**config.mk**
```make
export PLATFORM = sky130hd
export DESIGN_NAME = test3_demux
export DESIGN_NICKNAME = d
export VERILOG_FILES = /design/src/rtl/test3_pkg.sv /design/src/rtl/test3_bank.sv /design/src/rtl/test3_demux.sv
export SDC_FILE = /design/constraint.sdc
export NUM_CORES = 1
export LEC_CHECK = 0
export BUFFER_PORTS_ARGS = -buffer_cell sky130_fd_sc_hd__buf_4
export CAP_MARGIN = 20
export CORE_ASPECT_RATIO = 0.8
export CORE_MARGIN = 3
export CORE_UTILIZATION = 55
export DETAILED_ROUTE_END_ITERATION = 16
export GPL_ROUTABILITY_DRIVEN = 0
export PLACE_DENSITY = 0.8
export RECOVER_POWER = 100
export SKIP_CTS_REPAIR_TIMING = 1
export SYNTH_ARGS = -nofsm -noshare
export SYNTH_HDL_FRONTEND = slang
export SYNTH_HIERARCHICAL = 1
export SYNTH_SLANG_ARGS = --single-unit
```
**constraint.sdc**
```tcl
create_clock -name clk -period 2.1 [get_ports clk]
set_input_delay 0.21 -clock clk [delete_from_list [all_inputs] [get_ports clk]]
set_output_delay 0.21 -clock clk [all_outputs]
set_load 0.02 [all_outputs]
```
**src/rtl/test3_pkg.sv**
```systemverilog
// test3_pkg: shared constants, bank state enum and occupancy-width helper for test3_demux
package test3_pkg;
  localparam int DEF_WIDTH = 17;
  localparam int DEF_DEPTH = 2;
  localparam int DEF_CNT_W = 16;
  typedef enum logic [1:0] {EMPTY, PARTIAL, FULL} bank_state_e;
  // Occupancy needs one bit more than a pointer so that FULL (== DEPTH) is representable.
  function automatic int cnt_w(input int depth);
    return $clog2(depth) + 1;
  endfunction
endpackage

```
**src/rtl/test3_bank.sv**
```systemverilog
// test3_bank: one enable-loaded FIFO bank with first-word fall-through head
// Ports: clk, rst (async, active-low); din/push write side (push already qualified by room);
//        room = not full; dout/valid/ready head handshake; count = occupancy.
// With TEST3_DEMUX_ACT_CNT_EN defined, act counts pushes and saturates at all-ones.
module test3_bank import test3_pkg::*; #(
  parameter int WIDTH = DEF_WIDTH,
  parameter int DEPTH = DEF_DEPTH
`ifdef TEST3_DEMUX_ACT_CNT_EN
  , parameter int CNT_W = DEF_CNT_W
`endif
) (
  input  logic                      clk,
  input  logic                      rst,
  input  logic [WIDTH-1:0]          din,
  input  logic                      push,
  output logic                      room,
  output logic [WIDTH-1:0]          dout,
  output logic                      valid,
  input  logic                      ready,
  output logic [cnt_w(DEPTH)-1:0]   count
`ifdef TEST3_DEMUX_ACT_CNT_EN
  , output logic [CNT_W-1:0]        act
`endif
);
  localparam int CW = cnt_w(DEPTH);
  localparam int PW = CW - 1;
  logic [WIDTH-1:0] mem [DEPTH];
  logic [PW-1:0] wr_ptr, rd_ptr;
  bank_state_e state;
  logic we, pop;
  always_comb begin
    state = count == '0 ? EMPTY : count == CW'(DEPTH) ? FULL : PARTIAL;
  end
  assign valid = state != EMPTY;
  assign room  = state != FULL;
  // A full bank never accepts, even when it pops in the same cycle.
  assign we    = push & room;
  assign pop   = valid & ready;
  assign dout  = mem[rd_ptr];
  always_ff @(posedge clk or negedge rst) begin
    if (!rst) begin
      for (int i = 0; i < DEPTH; i++) mem[i] <= '0;
      wr_ptr <= '0;
      rd_ptr <= '0;
      count  <= '0;
    end else begin
      if (we) mem[wr_ptr] <= din;
      if (we) wr_ptr <= wr_ptr + 1'b1;
      if (pop) rd_ptr <= rd_ptr + 1'b1;
      count <= count + CW'(we) - CW'(pop);
    end
  end
`ifdef TEST3_DEMUX_ACT_CNT_EN
  always_ff @(posedge clk or negedge rst) begin
    if (!rst) act <= '0;
    else if (we && act != '1) act <= act + 1'b1;
  end
`endif
endmodule

```
**src/rtl/test3_demux.sv**
```systemverilog
// test3_demux: routes a valid/ready word stream into bank A (s=1) or bank B (s=0)
// Ports: clk, rst (async, active-low); x/s/x_valid/x_ready input stream;
//        a/a_valid/a_ready and b/b_valid/b_ready bank heads; a_count/b_count occupancy.
// Optional macro TEST3_DEMUX_ACT_CNT_EN adds saturating push counters act_a/act_b.
module test3_demux import test3_pkg::*; #(
  parameter int WIDTH = DEF_WIDTH,
  parameter int DEPTH = DEF_DEPTH
`ifdef TEST3_DEMUX_ACT_CNT_EN
  , parameter int CNT_W = DEF_CNT_W
`endif
) (
  input  logic                    clk,
  input  logic                    rst,
  input  logic [WIDTH-1:0]        x,
  input  logic                    s,
  input  logic                    x_valid,
  output logic                    x_ready,
  output logic [WIDTH-1:0]        a,
  output logic                    a_valid,
  input  logic                    a_ready,
  output logic [WIDTH-1:0]        b,
  output logic                    b_valid,
  input  logic                    b_ready,
  output logic [cnt_w(DEPTH)-1:0] a_count,
  output logic [cnt_w(DEPTH)-1:0] b_count
`ifdef TEST3_DEMUX_ACT_CNT_EN
  , output logic [CNT_W-1:0]      act_a
  , output logic [CNT_W-1:0]      act_b
`endif
);
  logic a_room, b_room, a_push, b_push;
  // Ready depends only on s and bank occupancy, never on downstream ready.
  assign x_ready = s ? a_room : b_room;
  assign a_push  = x_valid & x_ready & s;
  assign b_push  = x_valid & x_ready & ~s;
  test3_bank #(
    .WIDTH(WIDTH), .DEPTH(DEPTH)
`ifdef TEST3_DEMUX_ACT_CNT_EN
    , .CNT_W(CNT_W)
`endif
  ) u_a (
    .clk(clk), .rst(rst), .din(x), .push(a_push), .room(a_room),
    .dout(a), .valid(a_valid), .ready(a_ready), .count(a_count)
`ifdef TEST3_DEMUX_ACT_CNT_EN
    , .act(act_a)
`endif
  );
  test3_bank #(
    .WIDTH(WIDTH), .DEPTH(DEPTH)
`ifdef TEST3_DEMUX_ACT_CNT_EN
    , .CNT_W(CNT_W)
`endif
  ) u_b (
    .clk(clk), .rst(rst), .din(x), .push(b_push), .room(b_room),
    .dout(b), .valid(b_valid), .ready(b_ready), .count(b_count)
`ifdef TEST3_DEMUX_ACT_CNT_EN
    , .act(act_b)
`endif
  );
endmodule

```
==> summary.md, run 1 <==
| Metric | Value |
|---|---|
| Max-slew violations | `0` |
| Startpoint types | `flop` |
| Dpl hpwl | `4.51 mm` |
| Die area | `7550 um^2` |
| Met3 wire len | `381 um` |
| Post-synthesis cell type count | `18` |
| TritonCTS clock tree | `built` |
| CP peak stage delay | `0.43 ns` |
| Antenna Cells | `0` |
| H-tree levels | `3` |
| Final TNS setup | `0 ns` |
| I/O pin total | `64` |
| Total power divided by cell area | `1720 nW/um^2` |
| Sink Count | `76` |
| Sequential fraction of the synthesis area | `52.9%` |
| Status | `finished, final reports clean` |
| Switching Share | `38.4%` |
| Row Count | `25` |
| Number of buffers created by CTS | `9` |
| Final hold vios | `0` |
| Crit-path max FO | `11` |
| Post-route clock period utilization | `86.3%` |
| RSZ-0062 raised after global routing | `false` |
| Port bufs | `63` |
| Total grt overflow | `0` |
| Vias in the first global route | `2,151` |
| CP Data Arrival Time | `2.03 ns` |
| Pin count of the biggest net entering global routing | `42` |
| F_max | `552 MHz` |
| CP max-delay cell | `dfrtp_1` |
| Core area | `6130 um^2` |
| Endpoint class of the critical path | `flop` |
| Wire length on met1 | `3.19 mm` |
| Cell count along the critical path | `5` |
| CTS clk-pin slew, worst paths | `0.09 ns` |
| DRT iter0 DRCs | `67` |
| Comb power frac | `46.3%` |
| Root Buffer | `clkbuf_8` |
| Vias | `1,970` |
| Worst hold path class | `in -> reg` |
| Vias per Instance | `5.21` |
| Min Tclk post-route | `1.81 ns` |
| Fin cells | `378` |
| Critical path cell sequence | `nand2b_1, and3_2, and3_1, clkbuf_2, mux2_1` |
| Routed Wire Length | `6.66 mm` |
| Max VDD drop | `0.00104 V` |
| DIE HEIGHT | `78.3 um` |
| First-pass GRT wire length | `11.0 mm` |
| Pre-Repair DR Iteration Count | `4` |
| Pre-CTS setup slack | `0.302 ns` |
| CP Buf/Inv Count | `1` |
| DRC violations left | `0` |
| Sequential share of power | `37.3%` |
| Worst slew pin tran | `1.04 ns` |
| Drt wl/cell | `17.6 um` |
| DR top layer | `met4` |
| Syn Inst Count | `219` |
| Crit-path leading delay family | `simple AND/OR/NAND/NOR gates` |
| HP Start | `x[7]` |
| Synthesis-stage register bit count | `76` |
| DRT antenna net count | `0` |
| Clock Path Buffers | `2` |
| Worst Hold Depth | `2` |
| Post-route setup slack | `0.287 ns` |
| Switching Power | `2.69 mW` |
| Routed length on met2 | `3.04 mm` |
| Post-Syn Area | `3600 um^2` |
| Internal | `4.33 mW` |
| Clock Latency Late Sink | `0.34 ns` |
| CP Class | `reg -> reg` |
| # nets final | `319` |
| Crit path launch | `u_a/count[1]` |
| Die Wd | `96.4 um` |
| Total Routing Usage GR | `19.3%` |
| Initial antenna violation count | `0` |
| Synth warn | `6` |
| Mean Syn Cell Area | `16.4 um^2` |
| Synth-to-layout area growth | `13.3%` |
| Static Leak | `1.79 nW` |
| Reg2Reg Launch Point | `u_a/count[1]` |
| CP Data Required Time | `2.32 ns` |
| Reg2reg path depth | `5` |
| Max-cap viol count | `0` |
| Layout cell share with drive strength beyond 1 | `41.4%` |
| Final hold slack | `0.104 ns` |
| Initial core utilization | `58.7%` |
| Relative slew margins | `30.5%` |
| Syn nets | `246` |
| Clk pwr share | `16.3%` |
| Final count of negative-setup-slack endpoints | `0` |
| Clk_skew | `0.0124 ns` |
| Dpl cells | `361` |
## flip-flops by register name, indices dropped and copies added (netlist names)
signal / flops
u_a/count: 2
u_a/mem: 34
u_a/rd_ptr: 1
u_a/wr_ptr: 1
u_b/count: 2
u_b/mem: 34
u_b/rd_ptr: 1
u_b/wr_ptr: 1
## synthesized netlist by cell type
cell / n / area, um^2
ha_1: 4 / 50.1
nand2b_4: 2 / 27.5
or2_2: 2 / 12.5
mux2_2: 62 / 698
buf_12: 4 / 80.1
and3_1: 2 / 12.5
dfrtp_1: 76 / 1900
buf_2: 4 / 20.0
and3b_1: 2 / 17.5
inv_1: 2 / 7.51
xnor2_1: 6 / 52.6
buf_6: 4 / 45.0
xor2_1: 2 / 17.5
and2_1: 2 / 12.5
nand2_1: 2 / 7.51
and3b_2: 1 / 10.0
and3_2: 1 / 7.51
mux2_4: 41 / 616
## through the flow
step | power, mW | instance area, um^2 | utilization, %
4_1_cts | 7.93 | 4360 | 71.1
3_3_place_gp | 6.65 | 4150 | 67.7
6_report | 7.02 | 4070 | 66.4
2_1_floorplan | 5.40 | 3600 | -
3_5_place_dp | 6.75 | 4150 | 67.7
5_1_grt | 7.47 | 4070 | 66.4
## cells by family after synthesis
| kind of cell | after synthesis | share of synthesized area (%) |
|---|---|---|
| XOR/XNOR | 8 | 1.95 |
| flip-flops | 76 | 52.9 |
| buffers and inverters | 14 | 4.25 |
| AND/OR/NAND/NOR | 14 | 2.99 |
| adder cells (fa/ha/maj) | 4 | 1.39 |
| multiplexers | 103 | 36.5 |
## power by group through the flow
stage               Sequential (mW)  Combinational, mW  Clock (mW)
CTS                            2.66               4.09        1.18
finish                         2.62               3.25        1.15
detailed placement             2.67               4.07           0
global route                   2.73               3.49        1.25
global placement               2.63               4.01           0
floorplan                      2.57               2.83           0
## routing by layer
layer | global-route usage (%) | vias up
li1 | - | 923
met1 | 26.8 | 996
met2 | 29.8 | 46
met3 | 5.75 | 5
met4 | 5.04 | 0
met5 | 0 | -
## worst paths after layout
check / endpoint / slack (ns)
max reg2reg: u_a/mem[12] / 0.29
min in group asynchronous: u_b/mem[10] / 0.58
min: u_a/mem[24] / 0.10
max in group asynchronous: u_a/mem[19] / 0.78
min reg2reg: u_b/mem[0] / 0.49
max: u_a/mem[12] / 0.29
## layout by cell type, fill, tap and decap left out, drive strengths merged, types with 2 or more instances in the layout
cell type,instances
and3,3
buf,33
nand2,2
clkinvlp,2
xor2,2
or2,2
inv,5
xnor2,6
nand2b,2
and2,2
clkbuf,49
and3b,3
ha,4
mux2,103
dfrtp,76
## layout make-up
type | count | area (um^2)
fill | 505 | 2060
sequential | 76 | 1900
multi-input combinational | 129 | 1400
timing repair buffer | 74 | 462
clock buffer | 9 | 124
tap | 81 | 101
clock inverter | 7 | 82.6
inverter | 2 | 7.51
## worst reg2reg max path, delay by kind of cell, from the launching register on
family / cells / cell delay (ns)
buffers and inverters: 1 / 0.33
and+or+nand+nor: 3 / 0.55
muxes: 1 / 0.38
DFF: 1 / 0.43
No activity file was read; power rests on OpenSTA's default activity.
==> inputs of run 2 (changes only) <==
Settings changed: RECOVER_POWER 100 to 50.
==> run 2 against run 1 <==
Flip-flop and latch count is the same. Power is 9.9% higher. Final cell count is the same. Via count up 0.20%. Sequential share of layout area down 2.5 points. Global-route usage unchanged. Routed wire length up 0.33%. Non-clock buffer count did not move. Critical path type unchanged. Largest cell class unchanged. Largest power group unchanged.
==> summary.md, run 2 (same netlist as run 1, synthesis figures left out) <==
| Metric | Value |
|---|---|
| Final hold vios | `0 (unchanged)` |
| Final count of negative-setup-slack endpoints | `0 (unchanged)` |
| Final TNS setup | `0 ns (unchanged)` |
| CTS clk-pin slew, worst paths | `0.09 ns (about the same)` |
| Total grt overflow | `0 (unchanged)` |
| CP max-delay cell | `dfrtp_1 (unchanged)` |
| Startpoint types | `flop (unchanged)` |
| Endpoint class of the critical path | `flop (unchanged)` |
| Clk_skew | `0.0123 ns (was 0.0124 ns)` |
| Pin count of the biggest net entering global routing | `42 (unchanged)` |
| Max-cap viol count | `0 (unchanged)` |
| Clock Path Buffers | `2 (unchanged)` |
| Max VDD drop | `0.00117 V (was 0.00104 V)` |
| Fill cell count | `440 (was 505)` |
| Commonest non-fill, non-tap cells in the layout | `dfrtp_1, mux2_2, buf_4, mux2_4, clkbuf_8 (was dfrtp_1, mux2_2, clkbuf_1, mux2_1, buf_4)` |
| DRT iter0 DRCs | `79 (was 67)` |
| CP Class | `reg -> reg (unchanged)` |
| Post-route clock period utilization | `85.7% (was 86.3%)` |
| Static Leak | `1.99 nW (was 1.79 nW)` |
| Core area | `6130 um^2 (unchanged)` |
| Number of buffers created by CTS | `9 (unchanged)` |
| First-pass GRT wire length | `11.0 mm (unchanged)` |
| Total Routing Usage GR | `19.3% (unchanged)` |
| Relative slew margins | `30.0% (was 30.5%)` |
| DIE HEIGHT | `78.3 um (unchanged)` |
| Dpl hpwl | `4.51 mm (unchanged)` |
| I/O pin total | `64 (unchanged)` |
| Total power | `7.72 mW (was 7.02 mW)` |
| Die Wd | `96.4 um (unchanged)` |
| TritonCTS clock tree | `built (unchanged)` |
| Status | `finished, final reports clean (unchanged)` |
| Routed Wire Length | `6.68 mm (was 6.66 mm)` |
| Vias per Instance | `5.22 (was 5.21)` |
| Worst hold path class | `in -> reg (unchanged)` |
| DRT antenna net count | `0 (unchanged)` |
| Initial core utilization | `58.7% (unchanged)` |
| Top Registers | `u_a/mem: 34 flops, u_b/mem: 34 flops (unchanged)` |
| # nets final | `319 (unchanged)` |
| H-tree levels | `3 (unchanged)` |
| CP Data Required Time | `2.37 ns (was 2.32 ns)` |
| Clock Latency Late Sink | `0.35 ns (was 0.34 ns)` |
| DRC violations left | `0 (unchanged)` |
| Crit-path max FO | `4 (was 11)` |
| F_max | `556 MHz (was 552 MHz)` |
| Root Buffer | `clkbuf_8 (unchanged)` |
| Drt wl/cell | `17.7 um (was 17.6 um)` |
| Initial antenna violation count | `0 (unchanged)` |
| Vias in the first global route | `2,151 (unchanged)` |
| Pre-Repair DR Iteration Count | `4 (unchanged)` |
| Synth-to-layout area growth | `19.8% (was 13.3%)` |
| CP peak stage delay | `0.43 ns (about the same)` |
| RSZ-0062 raised after global routing | `false (unchanged)` |
| Critical path cell sequence | `or2_2, and2_0, ha_1, inv_1, ha_1, xnor2_1, xnor2_1 (was nand2b_1, and3_2, and3_1, clkbuf_2, mux2_1)` |
| Worst slew pin tran | `1.05 ns (was 1.04 ns)` |
| Die area | `7550 um^2 (unchanged)` |
| Sink Count | `76 (unchanged)` |
| Layout cell share with drive strength beyond 1 | `62.3% (was 41.4%)` |
| Port bufs | `63 (unchanged)` |
| Antenna Cells | `0 (unchanged)` |
| Total power divided by cell area | `1790 nW/um^2 (was 1720 nW/um^2)` |
| CP Data Arrival Time | `2.07 ns (was 2.03 ns)` |
| Most common cell after layout, fill and taps aside | `dfrtp_1 (unchanged)` |
| Max-slew violations | `0 (unchanged)` |
| Min Tclk post-route | `1.80 ns (was 1.81 ns)` |
| Row Count | `25 (unchanged)` |
| Vias | `1,974 (was 1,970)` |
[run 2: cell types whose count changed in the layout (fill, tap and decap cells not counted), sizes merged]
cell / change
clkbuf: -32
buf: +32
[run 2: power breakdown]
group          total, mW  switching [mW]  internal [mW]
clock               1.15           0.583          0.567
sequential          2.64           0.426           2.22
combinational       3.92            1.74           2.19
[run 2: path summary, 6_finish.rpt]
| path | to | depth (start not counted) | from | slack (ns) |
|---|---|---|---|---|
| hold / removal | u_a/mem[24] | 2 | x[7] | 0.11 |
| max in group asynchronous | u_a/mem[19] | 3 | rst | 0.78 |
| setup / recovery | u_b/count[1] | 7 | u_b/count[1] | 0.30 |
| min in group asynchronous | u_b/mem[10] | 2 | rst | 0.58 |
| hold reg to reg | u_a/wr_ptr | 1 | u_a/wr_ptr | 0.50 |
| setup reg to reg | u_b/count[1] | 7 | u_b/count[1] | 0.30 |
[run 2: worst max-delay path, delay by kind of cell (launching register included)]
| family | cells | cell delay [ns] |
|---|---|---|
| simple gates | 2 | 0.49 |
| xor+xnor | 2 | 0.31 |
| buf+inv | 1 | 0.04 |
| flops | 1 | 0.43 |
| fa+ha+maj | 2 | 0.46 |
[run 2: final cells by class]
| type | instances | area, um^2 | area share (%) |
|---|---|---|---|
| flip-flops and latches | 76 | 1900 | 44.1 |
| repair buffers | 74 | 579 | 13.4 |
| inverters | 2 | 7.51 | 0.174 |
| clock inverters | 7 | 82.6 | 1.92 |
| multi-input cells | 129 | 1510 | 35.1 |
| well taps | 81 | 101 | 2.35 |
| clock buffers | 9 | 124 | 2.88 |
[run 2: per-layer routing]
layer  vias to the layer above  track usage, %  part of all wire [%]
met5                         -               0                     0
met4                         0            5.04                  0.82
met3                         5            5.75                   4.9
met2                        45            29.8                    46
met1                      1006            26.8                    48
li1                        918               -                     -
[run 2: per-stage QoR]
stage                     cells  util [%]  setup WS (ns)  hold slack, ns  cell area [um^2]
final                       378      70.3          0.301           0.111              4310
after CTS                   377      71.1          0.277          -0.153              4360
after detailed placement    361      67.7          0.302           0.233              4150
after global routing        378      70.3          0.234          0.0997              4310
after floorplan             219         -          0.192         -0.0856              3600
after global placement      361      67.7          0.350           0.230              4150
